<file path="config.mk">
export PLATFORM = sky130hd
export DESIGN_NAME = probe_collector_flat
export DESIGN_NICKNAME = d
export VERILOG_FILES = /design/src/rtl/probe_collector_if.sv /design/src/rtl/probe_collector.sv /design/src/flat_wrapper.sv
export SDC_FILE = /design/constraint.sdc
export NUM_CORES = 1
export LEC_CHECK = 0
export CAP_MARGIN = 20
export CORE_ASPECT_RATIO = 0.9
export CORE_MARGIN = 3
export CORE_UTILIZATION = 25
export DETAILED_ROUTE_END_ITERATION = 12
export GPL_TIMING_DRIVEN = 1
export PLACE_DENSITY = 0.42
export SLEW_MARGIN = 15
export SYNTH_ARGS = -nofsm -noshare
export SYNTH_HDL_FRONTEND = slang
export SYNTH_SLANG_ARGS = --single-unit
export TNS_END_PERCENT = 100
</file>
<file path="constraint.sdc">
create_clock -name UCLK -period 8.09 [get_ports UCLK]
set_clock_uncertainty 0.05 [all_clocks]
set_input_delay 1.2135 -clock UCLK [delete_from_list [all_inputs] [get_ports UCLK]]
set_output_delay 1.2135 -clock UCLK [all_outputs]
set_load 0.02 [all_outputs]
</file>
<file path="src/rtl/probe_collector_if.sv">
// Signal bundle between the probe collector, the debug host and the probe hook.
// The master side is the collector; the slave side is the host/hook environment.
interface probe_collector_if;
  logic        HCMD_VALID;
  logic [18:0] HCMD;
  logic        HCMD_READY;
  logic        CMDEN;
  logic [18:0] CMD;
  logic        CTIMER;
  logic [31:0] DATAUP;
  logic        DATAVALID;
  logic        DELAY;
  logic        ACK;
  logic [31:0] RDATA;
  logic        RVALID;
  logic        RREADY;
  logic [7:0]  DROP_CNT;

  modport master (
    input  HCMD_VALID, HCMD, DATAUP, DATAVALID, DELAY, RREADY,
    output HCMD_READY, CMDEN, CMD, CTIMER, ACK, RDATA, RVALID, DROP_CNT
  );

  modport slave (
    output HCMD_VALID, HCMD, DATAUP, DATAVALID, DELAY, RREADY,
    input  HCMD_READY, CMDEN, CMD, CTIMER, ACK, RDATA, RVALID, DROP_CNT
  );
endinterface

</file>
<file path="src/rtl/probe_collector.sv">
// Host-side end of the probe hook: command strobe, CTIMER tick, ACKed capture into a FWFT FIFO.
// Optional macro PROBE_COLLECTOR_DROP_ON_FULL_EN: ACK and discard words when the FIFO is full.
module probe_collector #(
  parameter int FIFO_DEPTH = 8,
  parameter int CTIMER_DIV = 1024
) (
  input  logic               UCLK,
  input  logic               URST_N,
  probe_collector_if.master  bus
);
  localparam int AW = $clog2(FIFO_DEPTH);
  localparam int TW = $clog2(CTIMER_DIV);
  localparam logic [0:0]    IDLE     = 1'b0;
  localparam logic [0:0]    ACKST    = 1'b1;
  localparam logic [AW:0]   FULL_CNT = (AW+1)'(FIFO_DEPTH);
  localparam logic [TW-1:0] TMR_LAST = TW'(CTIMER_DIV - 1);

  logic          cmden_q, cmden_d;
  logic [18:0]   cmd_q, cmd_d;
  logic [TW-1:0] tmr_q, tmr_d;
  logic          ctimer_q, ctimer_d;
  logic [0:0]    state_q, state_d;
  logic [AW-1:0] wr_ptr_q, wr_ptr_d;
  logic [AW-1:0] rd_ptr_q, rd_ptr_d;
  logic [AW:0]   count_q, count_d;
  logic [31:0]   mem [FIFO_DEPTH];
  logic          hcmd_ready, accept, full, push, pop;
`ifdef PROBE_COLLECTOR_DROP_ON_FULL_EN
  logic [7:0]    drop_cnt_q, drop_cnt_d;
`endif

  always_comb begin
    hcmd_ready = !bus.DELAY && !cmden_q;
    accept     = bus.HCMD_VALID && hcmd_ready;
    cmden_d    = accept;
    cmd_d      = accept ? bus.HCMD : cmd_q;

    ctimer_d   = (tmr_q == TMR_LAST);
    tmr_d      = ctimer_d ? '0 : tmr_q + 1'b1;
  end

  // "full" uses the registered count, so a same-edge pop never frees a slot for a push.
  always_comb begin
    full    = (count_q == FULL_CNT);
    pop     = bus.RREADY && (count_q != '0);
    push    = 1'b0;
    state_d = state_q;
`ifdef PROBE_COLLECTOR_DROP_ON_FULL_EN
    drop_cnt_d = drop_cnt_q;
`endif
    if (state_q == IDLE) begin
      if (bus.DATAVALID) begin
        if (!full) begin
          push    = 1'b1;
          state_d = ACKST;
        end
`ifdef PROBE_COLLECTOR_DROP_ON_FULL_EN
        else begin
          state_d = ACKST;
          if (drop_cnt_q != 8'hFF) drop_cnt_d = drop_cnt_q + 8'd1;
        end
`endif
      end
    end else begin
      state_d = IDLE;
    end

    wr_ptr_d = push ? wr_ptr_q + 1'b1 : wr_ptr_q;
    rd_ptr_d = pop  ? rd_ptr_q + 1'b1 : rd_ptr_q;
    count_d  = count_q;
    if (push && !pop)      count_d = count_q + 1'b1;
    else if (pop && !push) count_d = count_q - 1'b1;
  end

  always_ff @(posedge UCLK or negedge URST_N) begin
    if (!URST_N) begin
      cmden_q  <= 1'b0;
      cmd_q    <= '0;
      tmr_q    <= '0;
      ctimer_q <= 1'b0;
      state_q  <= IDLE;
      wr_ptr_q <= '0;
      rd_ptr_q <= '0;
      count_q  <= '0;
    end else begin
      cmden_q  <= cmden_d;
      cmd_q    <= cmd_d;
      tmr_q    <= tmr_d;
      ctimer_q <= ctimer_d;
      state_q  <= state_d;
      wr_ptr_q <= wr_ptr_d;
      rd_ptr_q <= rd_ptr_d;
      count_q  <= count_d;
    end
  end

  // Storage carries data only; validity comes from count_q.
  always_ff @(posedge UCLK) begin
    if (push) mem[wr_ptr_q] <= bus.DATAUP;
  end

`ifdef PROBE_COLLECTOR_DROP_ON_FULL_EN
  always_ff @(posedge UCLK or negedge URST_N) begin
    if (!URST_N) drop_cnt_q <= '0;
    else         drop_cnt_q <= drop_cnt_d;
  end
  assign bus.DROP_CNT = drop_cnt_q;
`else
  assign bus.DROP_CNT = 8'd0;
`endif

  assign bus.HCMD_READY = hcmd_ready;
  assign bus.CMDEN      = cmden_q;
  assign bus.CMD        = cmd_q;
  assign bus.CTIMER     = ctimer_q;
  assign bus.ACK        = (state_q == ACKST);
  assign bus.RVALID     = (count_q != '0);
  assign bus.RDATA      = (count_q != '0) ? mem[rd_ptr_q] : 32'd0;
endmodule

</file>
<file path="src/flat_wrapper.sv">
// flat-port wrapper written by rule: the top's interface ports become plain ports
module probe_collector_flat 
#(
  parameter int FIFO_DEPTH = 8,
  parameter int CTIMER_DIV = 1024
)
  (UCLK, URST_N, bus_HCMD_VALID, bus_HCMD, bus_DATAUP, bus_DATAVALID, bus_DELAY, bus_RREADY, bus_HCMD_READY, bus_CMDEN, bus_CMD, bus_CTIMER, bus_ACK, bus_RDATA, bus_RVALID, bus_DROP_CNT);
  probe_collector_if bus_i ();
  input  logic UCLK;
  input  logic URST_N;
  input wire logic [$bits(bus_i.HCMD_VALID)-1:0] bus_HCMD_VALID;
  input wire logic [$bits(bus_i.HCMD)-1:0] bus_HCMD;
  input wire logic [$bits(bus_i.DATAUP)-1:0] bus_DATAUP;
  input wire logic [$bits(bus_i.DATAVALID)-1:0] bus_DATAVALID;
  input wire logic [$bits(bus_i.DELAY)-1:0] bus_DELAY;
  input wire logic [$bits(bus_i.RREADY)-1:0] bus_RREADY;
  output wire logic [$bits(bus_i.HCMD_READY)-1:0] bus_HCMD_READY;
  output wire logic [$bits(bus_i.CMDEN)-1:0] bus_CMDEN;
  output wire logic [$bits(bus_i.CMD)-1:0] bus_CMD;
  output wire logic [$bits(bus_i.CTIMER)-1:0] bus_CTIMER;
  output wire logic [$bits(bus_i.ACK)-1:0] bus_ACK;
  output wire logic [$bits(bus_i.RDATA)-1:0] bus_RDATA;
  output wire logic [$bits(bus_i.RVALID)-1:0] bus_RVALID;
  output wire logic [$bits(bus_i.DROP_CNT)-1:0] bus_DROP_CNT;
  assign bus_i.HCMD_VALID = bus_HCMD_VALID;
  assign bus_i.HCMD = bus_HCMD;
  assign bus_i.DATAUP = bus_DATAUP;
  assign bus_i.DATAVALID = bus_DATAVALID;
  assign bus_i.DELAY = bus_DELAY;
  assign bus_i.RREADY = bus_RREADY;
  assign bus_HCMD_READY = bus_i.HCMD_READY;
  assign bus_CMDEN = bus_i.CMDEN;
  assign bus_CMD = bus_i.CMD;
  assign bus_CTIMER = bus_i.CTIMER;
  assign bus_ACK = bus_i.ACK;
  assign bus_RDATA = bus_i.RDATA;
  assign bus_RVALID = bus_i.RVALID;
  assign bus_DROP_CNT = bus_i.DROP_CNT;
  probe_collector #(.FIFO_DEPTH(FIFO_DEPTH), .CTIMER_DIV(CTIMER_DIV)) u_core (.UCLK(UCLK), .URST_N(URST_N), .bus(bus_i));
endmodule
</file>
==> After elaboration in Yosys (flattened, before gate mapping) <==
Memory sizes are Yosys's and may differ from the RTL's.
Index checks and enable logic that the tools add are counted.
{ "classes": {"n_shift": 0, "multipliers": 0, "magnitude_cmp": 0, "addsub": 5, "n_reduce_logical": 11, "n_eq_ne": 2, "mux": 9, "bitwise": 0, "div_mod_pow": 0} }
{ "ops": {"columns": ["operator", "count"], "rows": [
  ["2-to-1 mux 32 bit", 1],
  ["adder 10 x 1 -> 10 bit (second input constant)", 1],
  ["== test 10 bit (second input constant)", 1],
  ["2-to-1 mux 10 bit", 1],
  ["2-to-1 mux 4 bit", 2],
  ["adder 3 x 1 -> 3 bit (second input constant)", 2],
  ["logical AND 1 bit", 5],
  ["2-to-1 mux 1 bit", 5],
  ["adder 4 x 1 -> 4 bit (second input constant)", 1],
  ["== test 4 bit (second input constant)", 1],
  ["zero test 1 bit", 4],
  ["nonzero test 4 bit", 1],
  ["subtractor 4 x 1 -> 4 bit (second input constant)", 1],
  ["nonzero test 2 bit", 1]
]} }
{ "word_totals": {"ff_bits": 42, "mem_count": 1, "mem_bits_rw": 256, "word_cells": 36, "output_inout_bits": 64, "latch_bits": 0, "mem_bits_ro": 0, "input_bits": 57} }
{ "memory_table": {"columns": ["name", "words", "word_bits", "read_ports", "rd_ports_with_merged_regs", "write_ports", "line_no", "rtl"], "rows": [
  ["u_core.mem", 8, 32, 1, 0, 1, "probe_collector.sv:26", "logic [31:0] mem [FIFO_DEPTH];"]
]} }

==> Logic depth before layout (Yosys ltp) <==
{ "depth": {"ltp_word": 8, "depth_mapped": 9, "mapped_depth_nobuf": 8} }

==> Least setup slack after synthesis <==
OpenSTA, ideal clock, no wires.
{ "synth_path": {"kind": "input port to flip-flop", "from": "input port bus_DATAVALID", "to": "memory u_core.mem[1][0] (enable)", "arrival_ns": 3.793, "setup_slack_ns": 3.786, "required_time_ns": 7.579, "path_stages": 3, "setup_time_ns": 0.461, "n_path_buf": 0, "cell_sequence": "nor2b_1 nand3_1 nor3_1"} }
{ "synth_via": {"elab_chain_len": 4} }
{ "synth_lines": {"columns": ["item", "line_no", "rtl"], "rows": [
  ["start, declared", "flat_wrapper.sv:14", "input wire logic [$bits(bus_i.DATAVALID)-1:0] bus_DATAVALID;"],
  ["2-to-1 mux 1 bit", "probe_collector.sv:52", "if (bus.DATAVALID) begin"],
  ["2-to-1 mux 1 bit", "probe_collector.sv:51", "if (state_q == IDLE) begin"],
  ["2-to-1 mux 1 bit", "probe_collector.sv:99", "if (push) mem[wr_ptr_q] <= bus.DATAUP;"],
  ["2-to-1 mux 1 bit (implied by the code)", "probe_collector.sv:99", null],
  ["end, declared", "probe_collector.sv:26", null]
]} }
Every way passes these cells.

==> Worst setup path after layout <==
{ "layout_path": {"from": "register u_core.rd_ptr_q[0]", "to": "output port bus_RDATA[1]"} }
{ "layout_via": {"elab_chain_len": 2} }
{ "layout_lines": {"columns": ["item", "line_no", "rtl"], "rows": [
  ["start, declared", "probe_collector.sv:24", "logic [AW-1:0] rd_ptr_q, rd_ptr_d;"],
  ["start signal, assigned", "probe_collector.sv:92", "rd_ptr_q <= rd_ptr_d;"],
  ["memory (8 x 32 bit)", null, null],
  ["2-to-1 mux 32 bit", "probe_collector.sv:118", "assign bus.RDATA = (count_q != '0) ? mem[rd_ptr_q] : 32'd0;"],
  ["end, declared", "flat_wrapper.sv:22", "output wire logic [$bits(bus_i.RDATA)-1:0] bus_RDATA;"]
]} }
Every way passes these cells.

==> flow_summary.yaml <==
pwr:
  irDropWorstVdd_mv: 0.151
  internal_power_mw: 3.70
  p_comb_share_pct: 30.9
  power.share.switching_pct: 30.0
  pwr_density_cell_nw_per_um2: 364
  sequentialPowerShare_pct: 38.8
  p_switching_mw: 1.58
  p_leak_nw: 4.76
  pwr-share-clk_pct: 30.2
sta:
  max-slew-margin-rel_pct: 27.9
  finalSetupViolations: 0
  fin_hold_ws_ns: 0.454
  final.setup.worst_slack_ns: 3.29
  finalCritPeriodShare_pct: 59.3
  report.final.slew_viol_count: 0
  grt_setup_unrepaired: "false"
  timing_worst_slew_pin_value_ns: 1.08
  min_period_ns: 4.80
  final-hold-violation-count: 0
  max_clock_freq_mhz: 208
  tns_ns: 0
synthesis:
  yosys.area.top_type: "sky130_fd_sc_hd__edfxtp_1"
  synthesis.instances: 536
  area_fraction_in_and_or_nand_and_nor_cells_after_synthesis_pct: 2.45
  yosysWarnings: 0
  synth_xor_xnor_area_share_pct: 0.837
  synth.lib_cells_used.distinct: 39
  cell_area_after_synthesis_sq_um: 11500
  yosys-top-cells-area: "sky130_fd_sc_hd__edfxtp_1, sky130_fd_sc_hd__mux4_2, sky130_fd_sc_hd__dfrtp_1"
  flop_and_latch_count_out_of_synthesis: 298
  adder_cell_share_of_the_synthesized_area_pct: 0.826
  synth_async_sr_flop_share_pct: 14.1
  synth_enable_flop_cells: 256
  yosys.area.top_type_share_pct: 66.8
  synth_ff_type: "sky130_fd_sc_hd__edfxtp_1"
  synth_seq_area_share_pct: 75.9
  synth-compound-area-share_pct: 3.09
  muxShareOfSynthArea_pct: 14.8
  synthesis.area_per_instance_sq_um: 21.5
  synth_top_family_by_area: "multiplexers"
global_route:
  largest_net_degree_at_the_start_of_global_routing: 67
  grt_first_pass_wirelength_um: 40200
  grt_util_all_layers_pct: 11.1
  antenna_found_initial: 1
  grt.overflow.total: 0
  first_global_vias: 6200
setup_path:
  ff2ff_setup_slack_ns: 4.92
  crit_path_end: "bus_RDATA[1]"
  slowest_stage: "sky130_fd_sc_hd__buf_4"
  cp_arrival_ns: 3.54
  path_class: "reg -> out"
  worst-path-max-fanout: 43
  critPathLaunchType: "register"
  cp.required_ns: 6.83
  timing.critical_path.to_type: "output port"
  r2r_end: "u_core.count_q[3]"
  cp_cell_sequence: "buf_4 > mux4_2 > a22o_1 > clkdlybuf4s50_1"
  launching_element_of_the_worst_setup_path: "u_core.rd_ptr_q[0]"
  regToRegStartpoint: "u_core.count_q[0]"
  critical_path.max_stage_delay_ns: 0.82
  worst_reg_to_reg_path_cell_count: 8
routing:
  drt_iter0_markers: 369
  detail_route.drc_violations: 0
  drt_wirelength_um: 26600
  average_wire_length_per_cell_after_detail_routing_um: 20.6
  antenna_violating_nets_post_route: 0
  dr_total_vias: 5708
  detailedRoute.firstPassIterationCount: 5
  via_per_inst: 4.41
clock_tree:
  cts_buffers: 35
  cts.reportedPaths.clkPinSlew_ns: 0.06
  cts.htree.levels: 2
  clkLatencyLatePin_ns: 0.50
  number_of_hold_repair_buffers_added_at_the_cts_stage: 0
  cts_num_sinks: 298
  tritoncts_clock_tree: "built"
  root_buffer: "sky130_fd_sc_hd__clkbuf_16"
  cts_resized: 0
  cts.repair_timing.setup_buffer_count: 0
  max-clock-path-buffers: 3
hold_path:
  worst_hold_path.num_cells: 1
  worstHoldPathType: "reg -> reg"
floorplanning:
  die_span_in_x_um: 232
  row_count: 73
  core_sq_um: 44800
  initial_utilization_pct: 25.7
  top_level_ports: 121
  chip_height_um: 210
  die_area_sq_um: 48600
place:
  placed_instances: 1233
  place_worst_setup_slack_ns: 3.65
  port_buffers: 112
  hpwl_um: 14600
  routability_congestion_estimate: 0.665
final_layout:
  num_antenna_cells: 0
  finished_layout_cells: 1293
  highest_count_cells_in_the_layout_ignoring_fill_and_taps: "sky130_fd_sc_hd__edfxtp_1, sky130_fd_sc_hd__clkdlybuf4s50_1, sky130_fd_sc_hd__mux4_2"
  drive_above_1_share_pct: 23.4
  num-nets-final: 735
  commonest_non_fill_non_tap_cell_in_the_layout: "sky130_fd_sc_hd__edfxtp_1"
  area.growth.synth_to_final_pct: 26.3
run_status:
  run_status: "complete, no violations"
flow_run:
  max_cap_viol_count: 0
==> worst min-delay path by stage <==
stage,slack [ns],to,from
final,0.45,u_core.tmr_q[8],u_core.tmr_q[8]
after global routing,0.48,u_core.bus.CMD[3],u_core.bus.CMD[3]
after CTS,0.45,u_core.tmr_q[8],u_core.tmr_q[8]
after detailed placement,0.44,u_core.tmr_q[8],u_core.tmr_q[8]
after global placement,0.44,u_core.tmr_q[8],u_core.tmr_q[8]
after floorplan,0.42,u_core.rd_ptr_q[2],u_core.rd_ptr_q[2]
==> stage by stage <==
stage	cell area (sq um)	util, %	power [mW]
2_1_floorplan	11500	-	3.08
3_3_place_gp	13300	29.7	3.74
3_5_place_dp	13300	29.7	3.77
4_1_cts	14500	32.4	5.39
5_1_grt	14500	32.4	5.55
6_report	14500	32.4	5.28
==> final cells by class <==
type | instances | area (sq um)
Fill cell | 4266 | 30300
Sequential cell | 298 | 8750
Multi-Input combinational cell | 208 | 2620
Timing Repair Buffer | 125 | 1230
Clock buffer | 41 | 941
Tap cell | 600 | 751
Clock inverter | 18 | 236
Inverter | 3 | 11.3
==> kinds of logic (layout without fill, tap and decap cells) <==
| family | count (synthesis) | after routing |
|---|---|---|
| flip-flops | 298 | 298 |
| adder cells (fa/ha/maj) | 7 | 7 |
| AND/OR/NAND/NOR | 52 | 52 |
| XOR/XNOR | 11 | 11 |
| other | 1 | 8 |
| multiplexers | 87 | 87 |
| AO/OA/AOI/OAI | 43 | 43 |
| buffers and inverters | 37 | 187 |
==> layer usage <==
| metal | routed length, um | vias up | GRT usage, % |
|---|---|---|---|
| met1 | 11700 | 3066 | 14.7 |
| met4 | 449 | 0 | 2.82 |
| met2 | 13400 | 135 | 18.7 |
| li1 | - | 2471 | - |
| met3 | 1110 | 36 | 2.38 |
| met5 | 0 | - | 0 |
==> synthesized netlist by cell type, types with 2 or more instances <==
cell type and n:
sky130_fd_sc_hd__inv_1 3, sky130_fd_sc_hd__nor2_1 9, sky130_fd_sc_hd__or3_1 3, sky130_fd_sc_hd__xor2_1 3, sky130_fd_sc_hd__buf_1 2, sky130_fd_sc_hd__clkbuf_1 8
sky130_fd_sc_hd__buf_2 8, sky130_fd_sc_hd__buf_6 8, sky130_fd_sc_hd__nand2_1 7, sky130_fd_sc_hd__buf_4 8, sky130_fd_sc_hd__nand3_1 11, sky130_fd_sc_hd__edfxtp_1 256
sky130_fd_sc_hd__nand2b_1 2, sky130_fd_sc_hd__nor3_1 4, sky130_fd_sc_hd__and2_4 2, sky130_fd_sc_hd__nor2b_1 3, sky130_fd_sc_hd__a21oi_1 3, sky130_fd_sc_hd__o21ai_0 2
sky130_fd_sc_hd__xnor2_1 8, sky130_fd_sc_hd__ha_1 6, sky130_fd_sc_hd__dfrtp_1 42, sky130_fd_sc_hd__mux2_2 22, sky130_fd_sc_hd__or4_1 2, sky130_fd_sc_hd__nand4_1 3
sky130_fd_sc_hd__mux4_2 64, sky130_fd_sc_hd__o211ai_1 3, sky130_fd_sc_hd__a22o_1 32
==> worst max-delay path: cells and delay by family (launching register included) <==
| family | cells | cell delay (ns) |
|---|---|---|
| compound gates | 1 | 0.29 |
| flops | 1 | 0.75 |
| mux | 1 | 0.60 |
| buf+inv | 2 | 1.39 |
==> registers in the layout, summed over array words and instances, names as in the netlist <==
register,cells
u_core.mem,256
u_core.bus.CMDEN,1
u_core.bus.CMD,19
u_core.rd_ptr_q,3
u_core.bus.CTIMER,1
u_core.count_q,4
u_core.wr_ptr_q,3
u_core.tmr_q,10
u_core.bus.ACK,1
==> power groups by stage <==
| stage | Sequential, mW | Combinational [mW] | Clock [mW] |
|---|---|---|---|
| CTS | 2.06 | 1.68 | 1.65 |
| floorplan | 1.97 | 1.10 | 0 |
| global placement | 2.08 | 1.66 | 0 |
| finish | 2.05 | 1.63 | 1.60 |
| global route | 2.08 | 1.75 | 1.72 |
| detailed placement | 2.09 | 1.68 | 0 |
(Power assumes the default switching activity.)
